File: src/rtl/sqr_wave_meter.sv
// sqr_wave_meter: measures high/low phase lengths of a square wave in TICK_DIV-cycle units
module sqr_wave_meter #(
  parameter int TICK_DIV = 10,
  parameter int UNIT_W   = 4
) (
  input  logic              clk,
  input  logic              rst,
  input  logic              sig_in,
  input  logic [UNIT_W-1:0] exp_m,
  input  logic [UNIT_W-1:0] exp_n,
  output logic [UNIT_W-1:0] m_meas,
  output logic [UNIT_W-1:0] n_meas,
  output logic              valid,
  output logic              frac_err,
  output logic              ovf,
  output logic              match
);
  localparam int SUB_W = $clog2(TICK_DIV);
  localparam logic [SUB_W-1:0] SUB_LAST = SUB_W'(TICK_DIV - 1);
  localparam logic [UNIT_W-1:0] UNIT_MAX = '1;
  typedef enum logic [1:0] {IDLE, MEAS_HIGH, MEAS_LOW} state_t;
  state_t state_q, state_d;
  logic sig_q, rise, fall, edge_hit, wrap, sat, frac, cap, upd, fe_n, ov_n;
  logic [SUB_W-1:0] sub_q, sub_d;
  logic [UNIT_W-1:0] units_q, units_d, hm_q, hm_d, m_q, m_d, n_q, n_d;
  logic povf_q, povf_d, hf_q, hf_d, ho_q, ho_d;
  logic fe_q, fe_d, ov_q, ov_d, mt_q, mt_d, v_q, v_d;
  assign rise = sig_in & ~sig_q;
  assign fall = ~sig_in & sig_q;
  assign edge_hit = rise | fall;
  assign wrap = sub_q == SUB_LAST;
  assign sat = units_q == UNIT_MAX;
  assign frac = sub_q != '0;
  always_ff @(posedge clk) begin
    if (rst) begin
      state_q <= IDLE;
      sig_q   <= 1'b1;
      sub_q   <= '0;
      units_q <= '0;
      povf_q  <= 1'b0;
      hm_q    <= '0;
      hf_q    <= 1'b0;
      ho_q    <= 1'b0;
      m_q     <= '0;
      n_q     <= '0;
      fe_q    <= 1'b0;
      ov_q    <= 1'b0;
      mt_q    <= 1'b0;
      v_q     <= 1'b0;
    end else begin
      state_q <= state_d;
      sig_q   <= sig_in;
      sub_q   <= sub_d;
      units_q <= units_d;
      povf_q  <= povf_d;
      hm_q    <= hm_d;
      hf_q    <= hf_d;
      ho_q    <= ho_d;
      m_q     <= m_d;
      n_q     <= n_d;
      fe_q    <= fe_d;
      ov_q    <= ov_d;
      mt_q    <= mt_d;
      v_q     <= v_d;
    end
  end
  always_comb begin
    state_d = state_q == IDLE      ? (rise ? MEAS_HIGH : IDLE) :
              state_q == MEAS_HIGH ? (fall ? MEAS_LOW : MEAS_HIGH) :
                                     (rise ? MEAS_HIGH : MEAS_LOW);
  end
  // the edge cycle itself counts as the first cycle of the new phase
  always_comb begin
    sub_d   = edge_hit ? SUB_W'(1) : wrap ? '0 : sub_q + 1'b1;
    units_d = edge_hit ? '0 : (wrap && !sat) ? units_q + 1'b1 : units_q;
    povf_d  = edge_hit ? 1'b0 : povf_q | (wrap & sat);
  end
  always_comb begin
    cap  = (state_q == MEAS_HIGH) & fall;
    upd  = (state_q == MEAS_LOW) & rise;
    fe_n = hf_q | frac;
    ov_n = ho_q | povf_q;
    hm_d = cap ? units_q : hm_q;
    hf_d = cap ? frac : hf_q;
    ho_d = cap ? povf_q : ho_q;
    m_d  = upd ? hm_q : m_q;
    n_d  = upd ? units_q : n_q;
    fe_d = upd ? fe_n : fe_q;
    ov_d = upd ? ov_n : ov_q;
    mt_d = upd ? (hm_q == exp_m) & (units_q == exp_n) & ~fe_n & ~ov_n : mt_q;
    v_d  = upd;
  end
  assign m_meas   = m_q;
  assign n_meas   = n_q;
  assign frac_err = fe_q;
  assign ovf      = ov_q;
  assign match    = mt_q;
  assign valid    = v_q;
endmodule

File: config.mk
export PLATFORM = sky130hd
export DESIGN_NAME = sqr_wave_meter
export DESIGN_NICKNAME = d
export VERILOG_FILES = /design/src/rtl/sqr_wave_meter.sv
export SDC_FILE = /design/constraint.sdc
export NUM_CORES = 1
export LEC_CHECK = 0
export ABC_AREA = 1
export CAP_MARGIN = 30
export CORE_MARGIN = 2
export CORE_UTILIZATION = 45
export CTS_CLUSTER_SIZE = 8
export DETAILED_ROUTE_END_ITERATION = 6
export PLACE_DENSITY = 0.7
export REMOVE_ABC_BUFFERS = 1
export SKIP_CTS_REPAIR_TIMING = 1
export SYNTH_ARGS = -nofsm -noshare
export SYNTH_HDL_FRONTEND = slang
export SYNTH_SLANG_ARGS = --single-unit
File: constraint.sdc
create_clock -name clk -period 1.5 [get_ports clk]
set_input_delay 0.225 -clock clk [delete_from_list [all_inputs] [get_ports clk]]
set_output_delay 0.225 -clock clk [all_outputs]
set_load 0.02 [all_outputs]
==> results of run 1 <==
[path summary, 6_finish.rpt]
kind                  startpoint                      end  slack (ns)  cells after the start
max                       sig_in  units_q[2]$_SDFFE_PP0P_        0.23                      7
min           match$_SDFFE_PP0P_       match$_SDFFE_PP0P_        0.48                      2
max reg2reg  sub_q[0]$_SDFF_PP0_  units_q[2]$_SDFFE_PP0P_        0.24                      6
min reg2reg   match$_SDFFE_PP0P_       match$_SDFFE_PP0P_        0.48                      2
[layer usage]
| metal | up-vias | part of all wire, % |
|---|---|---|
| met3 | 0 | 3.8 |
| li1 | 636 | - |
| met5 | - | 0 |
| met2 | 15 | 48 |
| met1 | 532 | 48 |
| met4 | 0 | 0 |
[critical path, delay by kind of cell]
family,cells,cell delay [ns]
simple gates,1,0.08
compound gates,2,0.24
buf+inv,3,0.67
fa+ha+maj,1,0.30
[cell families (layout without fill, tap and decap cells)]
logic type	after synthesis	after routing	share of synthesized area [%]
flip-flops	30	30	44.9
adder cells (fa/ha/maj)	6	6	5.61
AO/OA/AOI/OAI	42	42	16.4
AND/OR/NAND/NOR	69	69	21.9
buffers and inverters	35	66	10.7
XOR/XNOR	1	1	0.654
[through the flow]
| stage | cells | TNS, ns | power, mW |
|---|---|---|---|
| 2_1_floorplan | 179 | 0 | 0.919 |
| 3_3_place_gp | 237 | -0.752 | 0.977 |
| 3_5_place_dp | 237 | -1.40 | 0.984 |
| 4_1_cts | 245 | -0.139 | 1.48 |
| 5_1_grt | 245 | 0 | 1.53 |
| 6_report | 245 | 0 | 1.46 |
[registers in the layout, summed over array words and instances, names as in the netlist]
name / cells
hf_q: 1
n_meas: 4
sig_q: 1
m_meas: 4
ovf: 1
valid: 1
povf_q: 1
hm_q: 4
state_q: 2
ho_q: 1
frac_err: 1
sub_q: 4
units_q: 4
match: 1
[layout make-up]
class / instances / share of cell area (%)
Sequential cell: 30 / 35.3
Clock buffer: 7 / 3.24
Multi-Input combinational cell: 118 / 35.1
Inverter: 31 / 6.85
Clock inverter: 1 / 0.295
Timing Repair Buffer: 27 / 16.9
Tap cell: 31 / 2.28
[placed cells by master, fill, tap and decap left out]
| cell | instances |
|---|---|
| a21oi_1 | 19 |
| a21oi_2 | 1 |
| a31oi_1 | 1 |
| buf_4 | 5 |
| clkbuf_1 | 1 |
| clkbuf_4 | 5 |
| clkbuf_8 | 1 |
| clkdlybuf4s50_1 | 10 |
| clkinv_2 | 1 |
| dfxtp_1 | 30 |
| dlymetal6s2s_1 | 12 |
| ha_1 | 6 |
| inv_1 | 31 |
| nand2_1 | 38 |
| nand2_2 | 1 |
| nand3_1 | 4 |
| nand3_2 | 1 |
| nor2_1 | 18 |
| nor2_2 | 4 |
| nor3_1 | 1 |
| nor3_2 | 1 |
| o21ai_0 | 20 |
| o21ai_2 | 1 |
| or2_0 | 1 |
| xnor2_1 | 1 |
[power by group]
group          leakage [nW]  internal [mW]  switching [mW]  total (mW)
registers             0.243          0.814          0.0133       0.827
clock network        0.0353          0.227           0.269       0.496
logic                 0.671         0.0658          0.0740       0.140
==> results_dict.tcl, run 1 <==
set metrics [dict create \
    maxSlewHeadroom_pct 83.7 \
    rsz0062_at_grt "no" \
    busiest_layer "met2" \
    globalplace.congestion 0.754 \
    syn_to_final_growth_pct 26.9 \
    design.die.area_um2 3430 \
    die_y_um 58.5 \
    overflow 0 \
    slowest_stage "clkdlybuf4s50_1" \
    clk_path_buf_depth 2 \
    fp-row-count 19 \
    vias_per_cell 4.83 \
    ioPinCount 23 \
    numCtsBuffers 5 \
    cts_tree "yes" \
    clkTransAtPathRegs_ns 0.09 \
    drt-initial-drc-count 58 \
    cp_max_fo 5 \
    required_ns 1.74 \
    synth_top_area_cell "dfxtp_1" \
    cts_htree_levels 2 \
    crit_type "primary input to register" \
    synthArstFlopShare_pct 0 \
    setup_viol 0 \
    met2_usage_pct 30.2 \
    die_x_um 58.5 \
    yosys.area.top_type_share_pct 44.9 \
    holdWs_ns 0.476 \
    placed_cell_area_um2 1610 \
    track_usage_pct 18.5 \
    report.final.slew_viol_count 0 \
    grt_pass1_vias 1138 \
    hold_viol 0 \
    skew_ns 0.0108 \
    worst_slew_pin_slew_ns 0.244 \
    synth-edff-count 0 \
    synth_area_per_cell_um2 7.32 \
    layout.area.seq_um2 601 \
    grt_util_met3_pct 5.27 \
    period_minus_slack_ns 1.27 \
    synth-main-ff-cell "dfxtp_1" \
    syn_area_um2 1340 \
    crit_top_cell "inv_1" \
    pre_cts_ws_ns -0.0904 \
    ys_ff_latch 30 \
    insertion_delay_ns 0.32 \
    dp_hpwl_um 2110 \
    synth_commonest_cells "nand2_1 (38), inv_1 (31), dfxtp_1 (30), o21ai_0 (20), a21oi_1 (19)" \
    final_antenna_net_count 0 \
    setup_slack_ns 0.228 \
    ys_warn_count 0 \
    grt_pass1_wl_um 4860 \
    wl_per_cell_um 11.6 \
    min_path_type "register to register" \
    cts.sinks 30 \
    start_util_pct 48.1 \
    cp-start-kind "primary input" \
    clockRootBuffer "clkbuf_4" \
    fin_util_pct 61.1 \
    crit_path_end_kind "register" \
    ys_seq_area_share_pct 44.9 \
    fin_area_um2 1700 \
    n_fill_cell 240 \
    n_antenna_cell 0 \
    synthTopCellsByArea "dfxtp_1 (45%), nand2_1 (11%), inv_1 (8.7%), o21ai_0 (7.5%), a21oi_1 (7.1%)" \
    antenna_found_initial 0 \
    fin_crit_sh_pct 84.8 \
    power_leakage_nw 0.949 \
    cpPeakStageDelay_ns 0.48 \
    grt_max_degree 19 \
    io_buffers 22 \
    grt_use_met1_pct 23.3 \
    max_cap_viol_count 0 \
    timing.fmax_mhz 786 \
    core_area_um2 2780 \
    path_cells "clkdlybuf4s50_1, inv_1, ha_1, nand2_1, inv_1, o21ai_0, a21oi_1" \
    power_density_nw_per_um2 861 \
    status "completed" \
    wl_um 2850 \
    vias 1183 \
    syn_inst 183 \
    ir_drop_mv 0.693 \
    yosysUniqueCellTypes 21 \
    synthMostInstantiatedCell "nand2_1" \
    drive_above_1_share_pct 9.81 \
    drc 0 \
    layout.nets 230 \
    cp.arrival_ns 1.51 \
    drt-pass1-iter-count 4 \
    multi_input_area_um2 596 \
]
(Power assumes the default switching activity.)
==> inputs of run 2 (changes only) <==
- PLACE_DENSITY: 0.7 -> 0.72
- clock period: 1.5 -> 1.1 ns (I/O delays scaled with it)
==> run 2 against run 1 <==
- the run now ends with setup timing left
- global-route usage fell by 1.2 points
- critical path depth is 1 higher
- non-clock buffer count grew 13
- combinational power up 69%
- worst hold slack worse by 0.33 ns
- clock power increased by 37%
- utilization rose by 8.0 points
- power rose by 40%
- die area did not move
- first-iteration DRC count rose by 5.2%
- sequential share of layout area shrank 3.7 points
- largest cell class is now multi-input gates
==> results_dict.tcl, run 2 (synthesized netlist as in run 1, its figures left out) <==
set metrics [dict create \
    power_leakage_nw 0.939 \
    cp_max_fo 5 \
    layout_commonest_cell "nand2_1" \
    die_y_um 58.5 \
    track_usage_pct 17.3 \
    final_antenna_net_count 0 \
    drc 0 \
    cts_htree_levels 2 \
    slowest_stage "dfxtp_2" \
    crit_type "register to register" \
    layout.nets 243 \
    cpPeakStageDelay_ns 0.34 \
    dp_hpwl_um 2110 \
    numCtsBuffers 5 \
    wl_um 3100 \
    ioPinCount 23 \
    grt_pass1_wl_um 4470 \
    min_path_type "primary input to register" \
    fin_cells 258 \
    worst_slew_pin_slew_ns 0.251 \
    cp.arrival_ns 1.45 \
    hold_viol 0 \
    maxSlewHeadroom_pct 83.3 \
    holdWs_ns 0.141 \
    rsz0062_at_grt "yes" \
    path_cells "inv_2, ha_4, nand2_4, nor2_4, buf_8, buf_6, buf_4, a21oi_1" \
    report.final.slew_viol_count 0 \
    n_antenna_cell 0 \
    failed_checks "setup timing" \
    vias_per_cell 4.96 \
    fin_area_um2 1920 \
    grt_pass1_vias 1079 \
    insertion_delay_ns 0.33 \
    setup_slack_ns -0.126 \
    worst-path-buf-inv 4 \
    fp-row-count 19 \
    vias 1280 \
    pre_cts_ws_ns -0.444 \
    die_x_um 58.5 \
    placed_cell_area_um2 1670 \
    syn_to_final_growth_pct 43.5 \
    design.die.area_um2 3430 \
    cp-start-kind "register" \
    clk_path_buf_depth 2 \
    cts.sinks 30 \
    ir_drop_mv 0.965 \
    clkTransAtPathRegs_ns 0.10 \
    globalplace.congestion 0.757 \
    status "finished, violations left" \
    timing.fmax_mhz 815 \
    setup_viol 17 \
    power_density_nw_per_um2 1070 \
    max_cap_viol_count 0 \
    clockRootBuffer "clkbuf_4" \
    wl_per_cell_um 12.0 \
    overflow 0 \
    fin_setup_tns_ns -1.05 \
    grt_max_degree 19 \
    crit_path_end_kind "register" \
    period_minus_slack_ns 1.23 \
    cts_tree "yes" \
    io_buffers 22 \
    drive_above_1_share_pct 31.7 \
    drt-initial-drc-count 61 \
    antenna_found_initial 0 \
    drt-pass1-iter-count 4 \
    crit_family "buffers and inverters" \
    final_cell_mix "nand2_1 (34), inv_1 (25), dfxtp_1 (24), nor2_1 (18), a21oi_1 (15)" \
    start_util_pct 48.1 \
    core_area_um2 2780 \
    required_ns 1.33 \
    skew_ns 0.0121 \
    fin_crit_sh_pct 111 \
    dpl.cell_count 245 \
]
-- run 2: cell count changes in the layout (fill, tap and decap cells not counted), moves of 4 or more --
cell	delta
inv_1	-6
dfxtp_2	+6
nand2_1	-4
o21ai_1	+7
buf_4	+8
o21ai_0	-15
dfxtp_1	-6
o21ai_2	+8
a21oi_1	-4
clkbuf_2	+7
inv_2	+6
dlymetal6s2s_1	-6
-- run 2: worst paths after layout --
kind	from	end	slack, ns	cells past startpoint
min reg2reg	match$_SDFFE_PP0P_	match$_SDFFE_PP0P_	0.47	2
max	sig_q$_SDFF_PP1_	m_meas[3]$_SDFFE_PP0P_	-0.13	8
min	sig_in	sig_q$_SDFF_PP1_	0.14	3
max reg2reg	sig_q$_SDFF_PP1_	m_meas[3]$_SDFFE_PP0P_	-0.13	8
-- run 2: final cells by class --
type	count	area, µm²
Sequential cell	30	608
Multi-Input combinational cell	118	718
Fill cell	228	861
Clock inverter	1	5.00
Timing Repair Buffer	40	379
Clock buffer	7	55.1
Tap cell	31	38.8
Inverter	31	116
-- run 2: worst register-to-register path, stage by stage (launching register included) --
cell and delay, ns:
dfxtp_2 0.34, inv_2 0.06, ha_4 0.13, nand2_4 0.05, nor2_4 0.13, buf_8 0.13
buf_6 0.12, buf_4 0.11, a21oi_1 0.06
-- run 2: report_power, final --
part	switching (mW)	internal [mW]
Sequential	0.0221	1.11
Clock	0.371	0.309
Combinational	0.122	0.115
-- run 2: per-layer routing --
metal	track usage [%]	share of wire, %	vias up
li1	-	-	668
met1	23.0	47	586
met2	25.7	48	19
met3	4.84	3.4	7
met4	8.97	2.1	0
met5	0	0	-
-- run 2: metrics by stage --
| stage | utilization [%] | power (mW) |
|---|---|---|
| 2_1_floorplan | - | 1.25 |
| 3_3_place_gp | 60.0 | 1.34 |
| 3_5_place_dp | 60.0 | 1.35 |
| 4_1_cts | 62.2 | 2.02 |
| 5_1_grt | 69.1 | 2.13 |
| 6_report | 69.1 | 2.05 |
